### config.mk
export PLATFORM = sky130hd
export DESIGN_NAME = ysyx_24110015_axi_arbiter_flat
export DESIGN_NICKNAME = d
export VERILOG_FILES = /design/src/rtl/ysyx_24110015_axi_arbiter_if.sv /design/src/rtl/ysyx_24110015_axi_arbiter.sv /design/src/flat_wrapper.sv
export SDC_FILE = /design/constraint.sdc
export NUM_CORES = 1
export LEC_CHECK = 0
export CAP_MARGIN = 15
export CORE_AREA = 5 5 168 170
export CTS_CLUSTER_DIAMETER = 200
export DETAILED_ROUTE_END_ITERATION = 12
export DIE_AREA = 0 0 173 175
export PLACE_DENSITY = 0.43
export SYNTH_ARGS = -nofsm -noshare
export SYNTH_HDL_FRONTEND = slang
export SYNTH_SLANG_ARGS = --single-unit
### constraint.sdc
create_clock -name clk -period 1.6 [get_ports clk]
set_input_delay 0.32 -clock clk [delete_from_list [all_inputs] [get_ports clk]]
set_output_delay 0.32 -clock clk [all_outputs]
set_load 0.05 [all_outputs]
### src/rtl/ysyx_24110015_axi_arbiter_if.sv
// AXI-lite channel bundle shared by the arbiter's two upstream ports and its downstream port.
interface axi_lite_if #(
    parameter int ADDR_W = 32,
    parameter int DATA_W = 32
);
    logic [ADDR_W-1:0]   araddr;
    logic                arvalid;
    logic                arready;
    logic [DATA_W-1:0]   rdata;
    logic [1:0]          rresp;
    logic                rvalid;
    logic                rready;
    logic [ADDR_W-1:0]   awaddr;
    logic                awvalid;
    logic                awready;
    logic [DATA_W-1:0]   wdata;
    logic [DATA_W/8-1:0] wstrb;
    logic                wvalid;
    logic                wready;
    logic [1:0]          bresp;
    logic                bvalid;
    logic                bready;

    modport master (
        output araddr, arvalid, input arready,
        input rdata, rresp, rvalid, output rready,
        output awaddr, awvalid, input awready,
        output wdata, wstrb, wvalid, input wready,
        input bresp, bvalid, output bready
    );

    modport slave (
        input araddr, arvalid, output arready,
        output rdata, rresp, rvalid, input rready,
        input awaddr, awvalid, output awready,
        input wdata, wstrb, wvalid, output wready,
        output bresp, bvalid, input bready
    );
endinterface

### src/rtl/ysyx_24110015_axi_arbiter.sv
// Two-master AXI-lite arbiter (m0 = IFU, m1 = LSU), one whole transaction granted at a time.
// Define ARB_LSU_PRIORITY_EN to make m1 win every tie instead of round-robin.
module ysyx_24110015_axi_arbiter #(
    parameter int ADDR_W = 32,
    parameter int DATA_W = 32
) (
    input logic       clk,
    input logic       rst,
    axi_lite_if.slave m0,
    axi_lite_if.slave m1,
    axi_lite_if.master s
);
    localparam int STRB_W = DATA_W / 8;

    typedef enum logic [2:0] {
        IDLE    = 3'd0,
        RD_ADDR = 3'd1,
        RD_DATA = 3'd2,
        WR_ADDR = 3'd3,
        WR_RESP = 3'd4
    } state_t;

    state_t state_r, state_s;
    logic gnt_r, gnt_s, last_r, last_s;
    logic aw_done_r, aw_done_s, w_done_r, w_done_s;
    logic req0_s, req1_s, win_s, win_ar_s;
    logic aw_fire_s, w_fire_s;

    logic              g_arvalid_s, g_rready_s, g_awvalid_s, g_wvalid_s, g_bready_s;
    logic [ADDR_W-1:0] g_araddr_s, g_awaddr_s;
    logic [DATA_W-1:0] g_wdata_s;
    logic [STRB_W-1:0] g_wstrb_s;

    logic              u_arready_s, u_rvalid_s, u_awready_s, u_wready_s, u_bvalid_s;
    logic [DATA_W-1:0] u_rdata_s;
    logic [1:0]        u_rresp_s, u_bresp_s;

    assign req0_s = m0.arvalid | m0.awvalid;
    assign req1_s = m1.arvalid | m1.awvalid;

    // request side of whichever master currently holds the grant
    always_comb begin
        if (gnt_r) begin
            g_arvalid_s = m1.arvalid;  g_araddr_s = m1.araddr;  g_rready_s = m1.rready;
            g_awvalid_s = m1.awvalid;  g_awaddr_s = m1.awaddr;  g_wvalid_s = m1.wvalid;
            g_wdata_s   = m1.wdata;    g_wstrb_s  = m1.wstrb;   g_bready_s = m1.bready;
        end else begin
            g_arvalid_s = m0.arvalid;  g_araddr_s = m0.araddr;  g_rready_s = m0.rready;
            g_awvalid_s = m0.awvalid;  g_awaddr_s = m0.awaddr;  g_wvalid_s = m0.wvalid;
            g_wdata_s   = m0.wdata;    g_wstrb_s  = m0.wstrb;   g_bready_s = m0.bready;
        end
    end

    // arbitration winner; only consulted in IDLE when at least one master requests
    always_comb begin
`ifdef ARB_LSU_PRIORITY_EN
        win_s = req1_s;
`else
        if (req0_s & req1_s) begin
            win_s = ~last_r;
        end else begin
            win_s = req1_s;
        end
`endif
        if (win_s) begin
            win_ar_s = m1.arvalid;
        end else begin
            win_ar_s = m0.arvalid;
        end
    end

    assign aw_fire_s = (state_r == WR_ADDR) & g_awvalid_s & ~aw_done_r & s.awready;
    assign w_fire_s  = (state_r == WR_ADDR) & g_wvalid_s & ~w_done_r & s.wready;

    // next-state and grant bookkeeping
    always_comb begin
        state_s   = state_r;
        gnt_s     = gnt_r;
        last_s    = last_r;
        aw_done_s = aw_done_r;
        w_done_s  = w_done_r;
        case (state_r)
            IDLE: begin
                if (req0_s | req1_s) begin
                    gnt_s   = win_s;
                    last_s  = win_s;
                    state_s = win_ar_s ? RD_ADDR : WR_ADDR;
                end else begin
                    state_s = IDLE;
                end
            end
            RD_ADDR: begin
                if (g_arvalid_s & s.arready) state_s = RD_DATA;
                else                         state_s = RD_ADDR;
            end
            RD_DATA: begin
                if (s.rvalid & g_rready_s) state_s = IDLE;
                else                       state_s = RD_DATA;
            end
            WR_ADDR: begin
                // both channels done (possibly in the same cycle) closes the address phase
                if ((aw_done_r | aw_fire_s) & (w_done_r | w_fire_s)) begin
                    aw_done_s = 1'b0;
                    w_done_s  = 1'b0;
                    state_s   = WR_RESP;
                end else begin
                    aw_done_s = aw_done_r | aw_fire_s;
                    w_done_s  = w_done_r | w_fire_s;
                end
            end
            WR_RESP: begin
                if (s.bvalid & g_bready_s) state_s = IDLE;
                else                       state_s = WR_RESP;
            end
            default: begin
                state_s   = IDLE;
                aw_done_s = 1'b0;
                w_done_s  = 1'b0;
            end
        endcase
    end

    // state registers
    always_ff @(posedge clk or posedge rst) begin
        if (rst) begin
            state_r   <= IDLE;
            gnt_r     <= 1'b0;
            last_r    <= 1'b1;
            aw_done_r <= 1'b0;
            w_done_r  <= 1'b0;
        end else begin
            state_r   <= state_s;
            gnt_r     <= gnt_s;
            last_r    <= last_s;
            aw_done_r <= aw_done_s;
            w_done_r  <= w_done_s;
        end
    end

    // downstream forwarding and the granted master's response side
    always_comb begin
        s.araddr = {ADDR_W{1'b0}}; s.arvalid = 1'b0; s.rready = 1'b0;
        s.awaddr = {ADDR_W{1'b0}}; s.awvalid = 1'b0;
        s.wdata  = {DATA_W{1'b0}}; s.wstrb = {STRB_W{1'b0}}; s.wvalid = 1'b0;
        s.bready = 1'b0;
        u_arready_s = 1'b0; u_rvalid_s = 1'b0; u_rdata_s = {DATA_W{1'b0}}; u_rresp_s = 2'b00;
        u_awready_s = 1'b0; u_wready_s = 1'b0; u_bvalid_s = 1'b0; u_bresp_s = 2'b00;
        case (state_r)
            RD_ADDR: begin
                s.araddr = g_araddr_s; s.arvalid = g_arvalid_s; u_arready_s = s.arready;
            end
            RD_DATA: begin
                s.rready = g_rready_s; u_rvalid_s = s.rvalid;
                u_rdata_s = s.rdata;   u_rresp_s = s.rresp;
            end
            WR_ADDR: begin
                s.awaddr = g_awaddr_s; s.awvalid = g_awvalid_s & ~aw_done_r;
                u_awready_s = s.awready & ~aw_done_r;
                s.wdata = g_wdata_s; s.wstrb = g_wstrb_s; s.wvalid = g_wvalid_s & ~w_done_r;
                u_wready_s = s.wready & ~w_done_r;
            end
            WR_RESP: begin
                s.bready = g_bready_s; u_bvalid_s = s.bvalid; u_bresp_s = s.bresp;
            end
            default: begin
                s.arvalid = 1'b0;
            end
        endcase
    end

    // route responses to the owner only; the other master sees all zeros
    always_comb begin
        m0.arready = 1'b0; m0.rvalid = 1'b0; m0.rdata = {DATA_W{1'b0}}; m0.rresp = 2'b00;
        m0.awready = 1'b0; m0.wready = 1'b0; m0.bvalid = 1'b0; m0.bresp = 2'b00;
        m1.arready = 1'b0; m1.rvalid = 1'b0; m1.rdata = {DATA_W{1'b0}}; m1.rresp = 2'b00;
        m1.awready = 1'b0; m1.wready = 1'b0; m1.bvalid = 1'b0; m1.bresp = 2'b00;
        if (gnt_r) begin
            m1.arready = u_arready_s; m1.rvalid = u_rvalid_s; m1.rdata = u_rdata_s; m1.rresp = u_rresp_s;
            m1.awready = u_awready_s; m1.wready = u_wready_s; m1.bvalid = u_bvalid_s; m1.bresp = u_bresp_s;
        end else begin
            m0.arready = u_arready_s; m0.rvalid = u_rvalid_s; m0.rdata = u_rdata_s; m0.rresp = u_rresp_s;
            m0.awready = u_awready_s; m0.wready = u_wready_s; m0.bvalid = u_bvalid_s; m0.bresp = u_bresp_s;
        end
    end
endmodule

### src/flat_wrapper.sv
// flat-port wrapper written by rule: the top's interface ports become plain ports
module ysyx_24110015_axi_arbiter_flat 
#(
    parameter int ADDR_W = 32,
    parameter int DATA_W = 32
)
  (clk, rst, m0_araddr, m0_arvalid, m0_arready, m0_rdata, m0_rresp, m0_rvalid, m0_rready, m0_awaddr, m0_awvalid, m0_awready, m0_wdata, m0_wstrb, m0_wvalid, m0_wready, m0_bresp, m0_bvalid, m0_bready, m1_araddr, m1_arvalid, m1_arready, m1_rdata, m1_rresp, m1_rvalid, m1_rready, m1_awaddr, m1_awvalid, m1_awready, m1_wdata, m1_wstrb, m1_wvalid, m1_wready, m1_bresp, m1_bvalid, m1_bready, s_araddr, s_arvalid, s_arready, s_rdata, s_rresp, s_rvalid, s_rready, s_awaddr, s_awvalid, s_awready, s_wdata, s_wstrb, s_wvalid, s_wready, s_bresp, s_bvalid, s_bready);
  axi_lite_if #(.ADDR_W(ADDR_W), .DATA_W(DATA_W)) m0_i ();
  axi_lite_if #(.ADDR_W(ADDR_W), .DATA_W(DATA_W)) m1_i ();
  axi_lite_if #(.ADDR_W(ADDR_W), .DATA_W(DATA_W)) s_i ();
  input logic clk;
  input logic rst;
  input wire logic [$bits(m0_i.araddr)-1:0] m0_araddr;
  input wire logic [$bits(m0_i.arvalid)-1:0] m0_arvalid;
  output wire logic [$bits(m0_i.arready)-1:0] m0_arready;
  output wire logic [$bits(m0_i.rdata)-1:0] m0_rdata;
  output wire logic [$bits(m0_i.rresp)-1:0] m0_rresp;
  output wire logic [$bits(m0_i.rvalid)-1:0] m0_rvalid;
  input wire logic [$bits(m0_i.rready)-1:0] m0_rready;
  input wire logic [$bits(m0_i.awaddr)-1:0] m0_awaddr;
  input wire logic [$bits(m0_i.awvalid)-1:0] m0_awvalid;
  output wire logic [$bits(m0_i.awready)-1:0] m0_awready;
  input wire logic [$bits(m0_i.wdata)-1:0] m0_wdata;
  input wire logic [$bits(m0_i.wstrb)-1:0] m0_wstrb;
  input wire logic [$bits(m0_i.wvalid)-1:0] m0_wvalid;
  output wire logic [$bits(m0_i.wready)-1:0] m0_wready;
  output wire logic [$bits(m0_i.bresp)-1:0] m0_bresp;
  output wire logic [$bits(m0_i.bvalid)-1:0] m0_bvalid;
  input wire logic [$bits(m0_i.bready)-1:0] m0_bready;
  input wire logic [$bits(m1_i.araddr)-1:0] m1_araddr;
  input wire logic [$bits(m1_i.arvalid)-1:0] m1_arvalid;
  output wire logic [$bits(m1_i.arready)-1:0] m1_arready;
  output wire logic [$bits(m1_i.rdata)-1:0] m1_rdata;
  output wire logic [$bits(m1_i.rresp)-1:0] m1_rresp;
  output wire logic [$bits(m1_i.rvalid)-1:0] m1_rvalid;
  input wire logic [$bits(m1_i.rready)-1:0] m1_rready;
  input wire logic [$bits(m1_i.awaddr)-1:0] m1_awaddr;
  input wire logic [$bits(m1_i.awvalid)-1:0] m1_awvalid;
  output wire logic [$bits(m1_i.awready)-1:0] m1_awready;
  input wire logic [$bits(m1_i.wdata)-1:0] m1_wdata;
  input wire logic [$bits(m1_i.wstrb)-1:0] m1_wstrb;
  input wire logic [$bits(m1_i.wvalid)-1:0] m1_wvalid;
  output wire logic [$bits(m1_i.wready)-1:0] m1_wready;
  output wire logic [$bits(m1_i.bresp)-1:0] m1_bresp;
  output wire logic [$bits(m1_i.bvalid)-1:0] m1_bvalid;
  input wire logic [$bits(m1_i.bready)-1:0] m1_bready;
  output wire logic [$bits(s_i.araddr)-1:0] s_araddr;
  output wire logic [$bits(s_i.arvalid)-1:0] s_arvalid;
  input wire logic [$bits(s_i.arready)-1:0] s_arready;
  input wire logic [$bits(s_i.rdata)-1:0] s_rdata;
  input wire logic [$bits(s_i.rresp)-1:0] s_rresp;
  input wire logic [$bits(s_i.rvalid)-1:0] s_rvalid;
  output wire logic [$bits(s_i.rready)-1:0] s_rready;
  output wire logic [$bits(s_i.awaddr)-1:0] s_awaddr;
  output wire logic [$bits(s_i.awvalid)-1:0] s_awvalid;
  input wire logic [$bits(s_i.awready)-1:0] s_awready;
  output wire logic [$bits(s_i.wdata)-1:0] s_wdata;
  output wire logic [$bits(s_i.wstrb)-1:0] s_wstrb;
  output wire logic [$bits(s_i.wvalid)-1:0] s_wvalid;
  input wire logic [$bits(s_i.wready)-1:0] s_wready;
  input wire logic [$bits(s_i.bresp)-1:0] s_bresp;
  input wire logic [$bits(s_i.bvalid)-1:0] s_bvalid;
  output wire logic [$bits(s_i.bready)-1:0] s_bready;
  assign m0_i.araddr = m0_araddr;
  assign m0_i.arvalid = m0_arvalid;
  assign m0_arready = m0_i.arready;
  assign m0_rdata = m0_i.rdata;
  assign m0_rresp = m0_i.rresp;
  assign m0_rvalid = m0_i.rvalid;
  assign m0_i.rready = m0_rready;
  assign m0_i.awaddr = m0_awaddr;
  assign m0_i.awvalid = m0_awvalid;
  assign m0_awready = m0_i.awready;
  assign m0_i.wdata = m0_wdata;
  assign m0_i.wstrb = m0_wstrb;
  assign m0_i.wvalid = m0_wvalid;
  assign m0_wready = m0_i.wready;
  assign m0_bresp = m0_i.bresp;
  assign m0_bvalid = m0_i.bvalid;
  assign m0_i.bready = m0_bready;
  assign m1_i.araddr = m1_araddr;
  assign m1_i.arvalid = m1_arvalid;
  assign m1_arready = m1_i.arready;
  assign m1_rdata = m1_i.rdata;
  assign m1_rresp = m1_i.rresp;
  assign m1_rvalid = m1_i.rvalid;
  assign m1_i.rready = m1_rready;
  assign m1_i.awaddr = m1_awaddr;
  assign m1_i.awvalid = m1_awvalid;
  assign m1_awready = m1_i.awready;
  assign m1_i.wdata = m1_wdata;
  assign m1_i.wstrb = m1_wstrb;
  assign m1_i.wvalid = m1_wvalid;
  assign m1_wready = m1_i.wready;
  assign m1_bresp = m1_i.bresp;
  assign m1_bvalid = m1_i.bvalid;
  assign m1_i.bready = m1_bready;
  assign s_araddr = s_i.araddr;
  assign s_arvalid = s_i.arvalid;
  assign s_i.arready = s_arready;
  assign s_i.rdata = s_rdata;
  assign s_i.rresp = s_rresp;
  assign s_i.rvalid = s_rvalid;
  assign s_rready = s_i.rready;
  assign s_awaddr = s_i.awaddr;
  assign s_awvalid = s_i.awvalid;
  assign s_i.awready = s_awready;
  assign s_wdata = s_i.wdata;
  assign s_wstrb = s_i.wstrb;
  assign s_wvalid = s_i.wvalid;
  assign s_i.wready = s_wready;
  assign s_i.bresp = s_bresp;
  assign s_i.bvalid = s_bvalid;
  assign s_bready = s_i.bready;
  ysyx_24110015_axi_arbiter #(.ADDR_W(ADDR_W), .DATA_W(DATA_W)) u_core (.clk(clk), .rst(rst), .m0(m0_i), .m1(m1_i), .s(s_i));
endmodule
Yosys cells after proc, flatten, opt, wreduce, memory -nomap -nowiden:

Cells that the tools add are included.

* logic and storage cells: 91
* output and inout port bits: 187
* register bits: 7
* input bits: 253

* eq/ne operators: 5
* reduce and logical (&&, ||, !) cells: 3
* multiplexer cells: 55
* bitwise gates (word level): 23

Operators with widths (number)
* $mux W32: 9
* $mux W1: 29
* $mux W2: 9
* $and A1 B1 Y1: 15
* $pmux W3 S5: 1
* $mux W3: 3
* $mux W4: 2
* $eq A3 B2 Y1 const B: 2
* $or A1 B1 Y1: 5
* $pmux W1 S2: 2
* $reduce_or A4 Y1: 1
* $eq A3 B1 Y1 const B: 1
* $eq A3 B3 Y1 const B: 1
* $logic_not A3 Y1: 1
* $not A1 Y1: 3
* $ne A2 B2 Y1 const B: 1
* $reduce_and A2 Y1: 1

Longest topological paths before layout:

* depth after elaboration: 8
* mapped depth: 6
* gate-level depth less buffers: 4

Worst setup path after synthesis:

OpenSTA, ideal clock, no wires.

* path type: flip-flop to output port
* start: register u_core.state_r[1]
* end: output port m0_arready
* stages on the path, launching flop included: 5
* data required time: 1280 ps
* path buffers: 1
* slack: -746 ps
* arrival: 2026 ps
* path through: dfrtp_1 buf_4 nor2_1 nand2_1 nor3b_1

* word-level cells in the longest chain between the ends: 3

RTL lines
* from (decl): RTL line ysyx_24110015_axi_arbiter.sv:23 `state_t state_r, state_s;`
* from (signal assigned): RTL line ysyx_24110015_axi_arbiter.sv:132 `state_r <= state_s;`
* $eq A3 B1 Y1: RTL line ysyx_24110015_axi_arbiter.sv:148 `case (state_r)`
* $mux W1: RTL line ysyx_24110015_axi_arbiter.sv:148
* $mux W1: RTL line ysyx_24110015_axi_arbiter.sv:177 `if (gnt_r) begin`
* to (decl): RTL line flat_wrapper.sv:15 `output wire logic [$bits(m0_i.arready)-1:0] m0_arready;`

Every way passes these cells.

Worst setup path after layout:

* start: register u_core.gnt_r
* end: output port s_awaddr[22]

* word-level cells in the longest chain between the ends: 2

RTL lines
* from (decl): RTL line ysyx_24110015_axi_arbiter.sv:24 `logic gnt_r, gnt_s, last_r, last_s;`
* from (signal assigned): RTL line ysyx_24110015_axi_arbiter.sv:133 `gnt_r <= gnt_s;`
* $mux W32: RTL line ysyx_24110015_axi_arbiter.sv:43 `if (gnt_r) begin`
* $mux W32: RTL line ysyx_24110015_axi_arbiter.sv:148
* to (decl): RTL line flat_wrapper.sv:54 `output wire logic [$bits(s_i.awaddr)-1:0] s_awaddr;`

Every way passes these cells.

==> results.txt <==
The number of buffers added by the clock tree synthesis step came out at 3. The setup TNS is -53.80 ns. Synthesis produced a netlist whose cell count is around 380. The tightest min-delay check is of the in -> async type. Once detailed placement completed, the half-perimeter wirelength came to 19.6 mm.

The run finished, with violations left. The weighted congestion reported at the end of routability-driven placement came out at 0.777. The worst setup path is of the reg -> out kind. The required time at the endpoint of the critical path is 1.28 ns. The share of power burned in combinational logic is a little over nine tenths. The register bit count reported by yosys came out at 7.

The final worst-path cycle share came out at 123%. The cell type contributing the most total cell area after synthesis is sky130_fd_sc_hd__mux2i_1. The net load switching power is between 0.01 and 0.015 W. The latest clock arrival within the worst-skew pair came out at between 0.2 and 0.25 ns. The count of unresolved DRC violations after routing came out at 0.

The number of library cell types mapped by synthesis is 36. The initial utilization of the core area, before any placement, comes to 10.0%. The share of synthesized area in the top cell type comes to 38.8%. The wire length of the first global-routing pass is around 34 mm.

The number of buffers between clock root and the deepest sink is 2. The highest net fanout along the worst path came out at 12. The slowest stage of the critical path is the sky130_fd_sc_hd__dfrtp_4 cell. By area the synthesized netlist is led by sky130_fd_sc_hd__mux2i_1, sky130_fd_sc_hd__and2_1, sky130_fd_sc_hd__nor2_1.

Setup repair after global routing could not meet its margin everywhere. The share of total power consumed by net switching came out at 49.3%. The fraction of final layout cells sized beyond drive strength 1 came out at between 60 and 70%.

The type of element capturing the critical path is an output port. The standard cell core area is approximately 27000 µm². The average size of a mapped cell is around 6.9 µm². In the post-route analysis, the smallest setup slack over all paths is -0.361 ns. The via count is 4783.

The cell that appears most often on the critical path is sky130_fd_sc_hd__buf_12. The die boundary width is 173 µm. The synthesized cell area is 2660 µm². The final critical-path required period came out at 1.96 ns. The post-detailed-route via-to-cell ratio came out at 3.84. Including well taps, the total number of placed cells is around 1200. The first detailed-routing pass ran for 4 iterations.

The total inserted antenna cells is 0. The cell internal power dissipation came out at 0.0104 W. The max-capacitance violation count came out at 0. The via count of the first global-routing pass is 5296. The aggregate global routing overflow came out at 0. TritonCTS built the clock tree. The cell row count came out at 60.

The final reports fail on setup timing. The final count of hold timing violations is 0. The die outline area is 30300 µm². For the final database, setup skew stands at approximately 0.0039 ns. The final non-filler cell total is about 1200. The wire length per cell after detailed routing came out at 19.3 µm. Counting the fill cells in the layout gives 2435.

The post-cts hold buffer count is 0. Wires add up to roughly 24 mm. The type of origin of the critical path is a flop.

The total power divided by cell area came out at 1700 nW/µm². The area added between synthesis and finish is 356%. The depth of the CTS H-tree came out at 1. The floorplan step set the die height to 175 µm. Traced cell by cell, the critical path runs through buf_12, buf_12, mux2i_1, buf_4, nor2_4, buf_12. The initial antenna violation count is 0. At the end of the flow, the number of nets in the layout was 1159. The worst ir drop on vdd came out at 932 µV.

The maximum number of pins on one net before global-route repair came out at 35. The clock-pin slew on the worst setup and hold paths came out at approximately 0.040 ns. The remaining max-slew budget at the tightest pin came out at about two thirds. Of the synthesized area, sequential elements account for 6.64%. The number of buffers inserted by port buffering is ~440. The count of routing violations after the opening detailed-route iteration came out at 84. For the pin with the worst max-slew slack, the measured transition is about 0.5 ns. Per report_power, the clock group accounts for 2.2% of the total.

The number of max-slew violations in the final report is 0. The number of sinks handled by clock tree synthesis came out at 7. The tree is rooted in a sky130_fd_sc_hd__clkbuf_16.

For this design the static power due to leakage is 4.61 nW. The total global routing track utilization is 14.7%. The portion of total power attributed to sequential cells came out at 2.0%. Setup violations remaining at the end of the flow were counted as ~190. The final antenna-violating net count is 0.

The number of nets in the synthesized netlist came out at 636. For this run, the number of Yosys warnings is 0. Data arrives at the worst endpoint at 1.64 ns. The worst stage delay on the critical path is 0.52 ns. The timing-limited maximum frequency is around 510 MHz.

440 I/O pins were placed.
path summary, 6_finish.rpt:
| kind | start | to | slack [ns] | cells after the start |
|---|---|---|---|---|
| worst max register to register | u_core.state_r[1]$_DFFE_PP0P_ | u_core.state_r[0]$_DFFE_PP0P_ | -0.19 | 9 |
| worst min-delay path | rst | u_core.state_r[1]$_DFFE_PP0P_ | 0.34 | 2 |
| worst min register to register | u_core.last_r$_DFFE_PP1N_ | u_core.last_r$_DFFE_PP1N_ | 0.51 | 2 |
| worst max-delay path | u_core.gnt_r$_DFFE_PP0N_ | s_awaddr[22] | -0.36 | 6 |
| min in group clk | u_core.last_r$_DFFE_PP1N_ | u_core.last_r$_DFFE_PP1N_ | 0.51 | 2 |
| max in group asynchronous | rst | u_core.last_r$_DFFE_PP1N_ | 0.98 | 2 |
per-stage QoR:
step	hold WS, ns	worst slack (ns)	power (W)	area [µm²]	utilization, %
after floorplan	0.123	-0.252	0.00943	3590	-
after global routing	0.362	-0.411	0.0214	12100	45.6
final	0.337	-0.361	0.0206	12100	45.6
after global placement	0.500	-0.187	0.0166	10400	39.0
after CTS	0.359	-0.363	0.0193	11400	42.9
after detailed placement	0.496	-0.166	0.0166	10400	39.0
cells in the final DEF (no fill, tap or decap), drive strengths merged, types with 2 or more instances in the layout:
| cell type | instances |
|---|---|
| mux2 | 2 |
| a21boi | 2 |
| and2 | 70 |
| nor2 | 113 |
| buf | 291 |
| dfrtp | 6 |
| clkbuf | 10 |
| clkdlybuf4s50 | 252 |
| nor2b | 2 |
| o21ai | 9 |
| nand2b | 2 |
| nand2 | 8 |
| and3 | 11 |
| a21oi | 2 |
| mux2i | 103 |
| nor3 | 4 |
| nand3 | 2 |
| inv | 6 |
kinds of logic after synthesis:
family	Yosys count	share of synthesized area, %
buffers and inverters	37	8.47
AOI/OAI and AO/OA	18	4.57
DFF	7	6.64
and+or+nand+nor	216	40.7
muxes	105	39.6
power by group through the flow:
stage	Clock, W	Combinational [W]	Sequential [W]
detailed placement	0	0.0162	0.000394
floorplan	0	0.00912	0.000314
global route	0.000459	0.0206	0.000420
finish	0.000443	0.0197	0.000405
global placement	0	0.0163	0.000385
CTS	0.000446	0.0184	0.000405
state kept, by name (all words and copies together) (netlist names):
register,count
u_core.state_r,3
u_core.aw_done_r,1
u_core.last_r,1
u_core.gnt_r,1
u_core.w_done_r,1
worst max-delay path: cells and delay by family, from the launching register on:
kind	cells	cell delay, ns
buffers and inverters	4	0.62
DFF	1	0.52
and+or+nand+nor	1	0.11
muxes	1	0.12
area by class of cell:
class	count	area, µm²	share of cell area [%]
Inverter	6	22.5	0.186
Sequential cell	7	183	1.51
Clock buffer	4	78.8	0.650
Multi-Input combinational cell	339	4010	33.1
Timing Repair Buffer	549	7400	61.0
Tap cell	341	427	3.52
cells in the mapped netlist:
master	number
sky130_fd_sc_hd__a211oi_1	1
sky130_fd_sc_hd__a21boi_2	2
sky130_fd_sc_hd__a21o_1	1
sky130_fd_sc_hd__a21oi_1	2
sky130_fd_sc_hd__and2_1	70
sky130_fd_sc_hd__and3_1	11
sky130_fd_sc_hd__and4bb_1	1
sky130_fd_sc_hd__buf_1	2
sky130_fd_sc_hd__buf_2	15
sky130_fd_sc_hd__buf_4	8
sky130_fd_sc_hd__buf_6	2
sky130_fd_sc_hd__buf_8	2
sky130_fd_sc_hd__clkbuf_1	2
sky130_fd_sc_hd__dfrtp_1	6
sky130_fd_sc_hd__dfstp_2	1
sky130_fd_sc_hd__inv_1	6
sky130_fd_sc_hd__mux2_2	2
sky130_fd_sc_hd__mux2i_1	103
sky130_fd_sc_hd__nand2_1	8
sky130_fd_sc_hd__nand2b_1	1
sky130_fd_sc_hd__nand2b_2	1
sky130_fd_sc_hd__nand3_1	2
sky130_fd_sc_hd__nand3b_1	1
sky130_fd_sc_hd__nand4bb_1	1
sky130_fd_sc_hd__nor2_1	110
sky130_fd_sc_hd__nor2_2	1
sky130_fd_sc_hd__nor2_4	2
sky130_fd_sc_hd__nor2b_1	1
sky130_fd_sc_hd__nor2b_4	1
sky130_fd_sc_hd__nor3_1	4
sky130_fd_sc_hd__nor3b_1	1
sky130_fd_sc_hd__o211ai_1	1
sky130_fd_sc_hd__o21ai_0	8
sky130_fd_sc_hd__o21ai_2	1
sky130_fd_sc_hd__o2bb2ai_1	1
sky130_fd_sc_hd__o41ai_1	1
timing repair:
action,4_1_cts,5_1_grt
setup endpoints to repair,190,193
endpoints found under the hold margin,0,0
pin swaps,12,35
gates resized for setup,150,107
buffers inserted,14,10
gates cloned,6,7
per-layer routing:
layer | vias to the layer above | part of all wire [%] | track usage, %
li1 | 2335 | - | -
met1 | 2188 | 34 | 15.3
met2 | 247 | 57 | 29.3
met3 | 13 | 7.6 | 4.35
met4 | 0 | 1.1 | 2.46
met5 | - | 0 | 0
No activity file was read; power rests on OpenSTA's default activity.
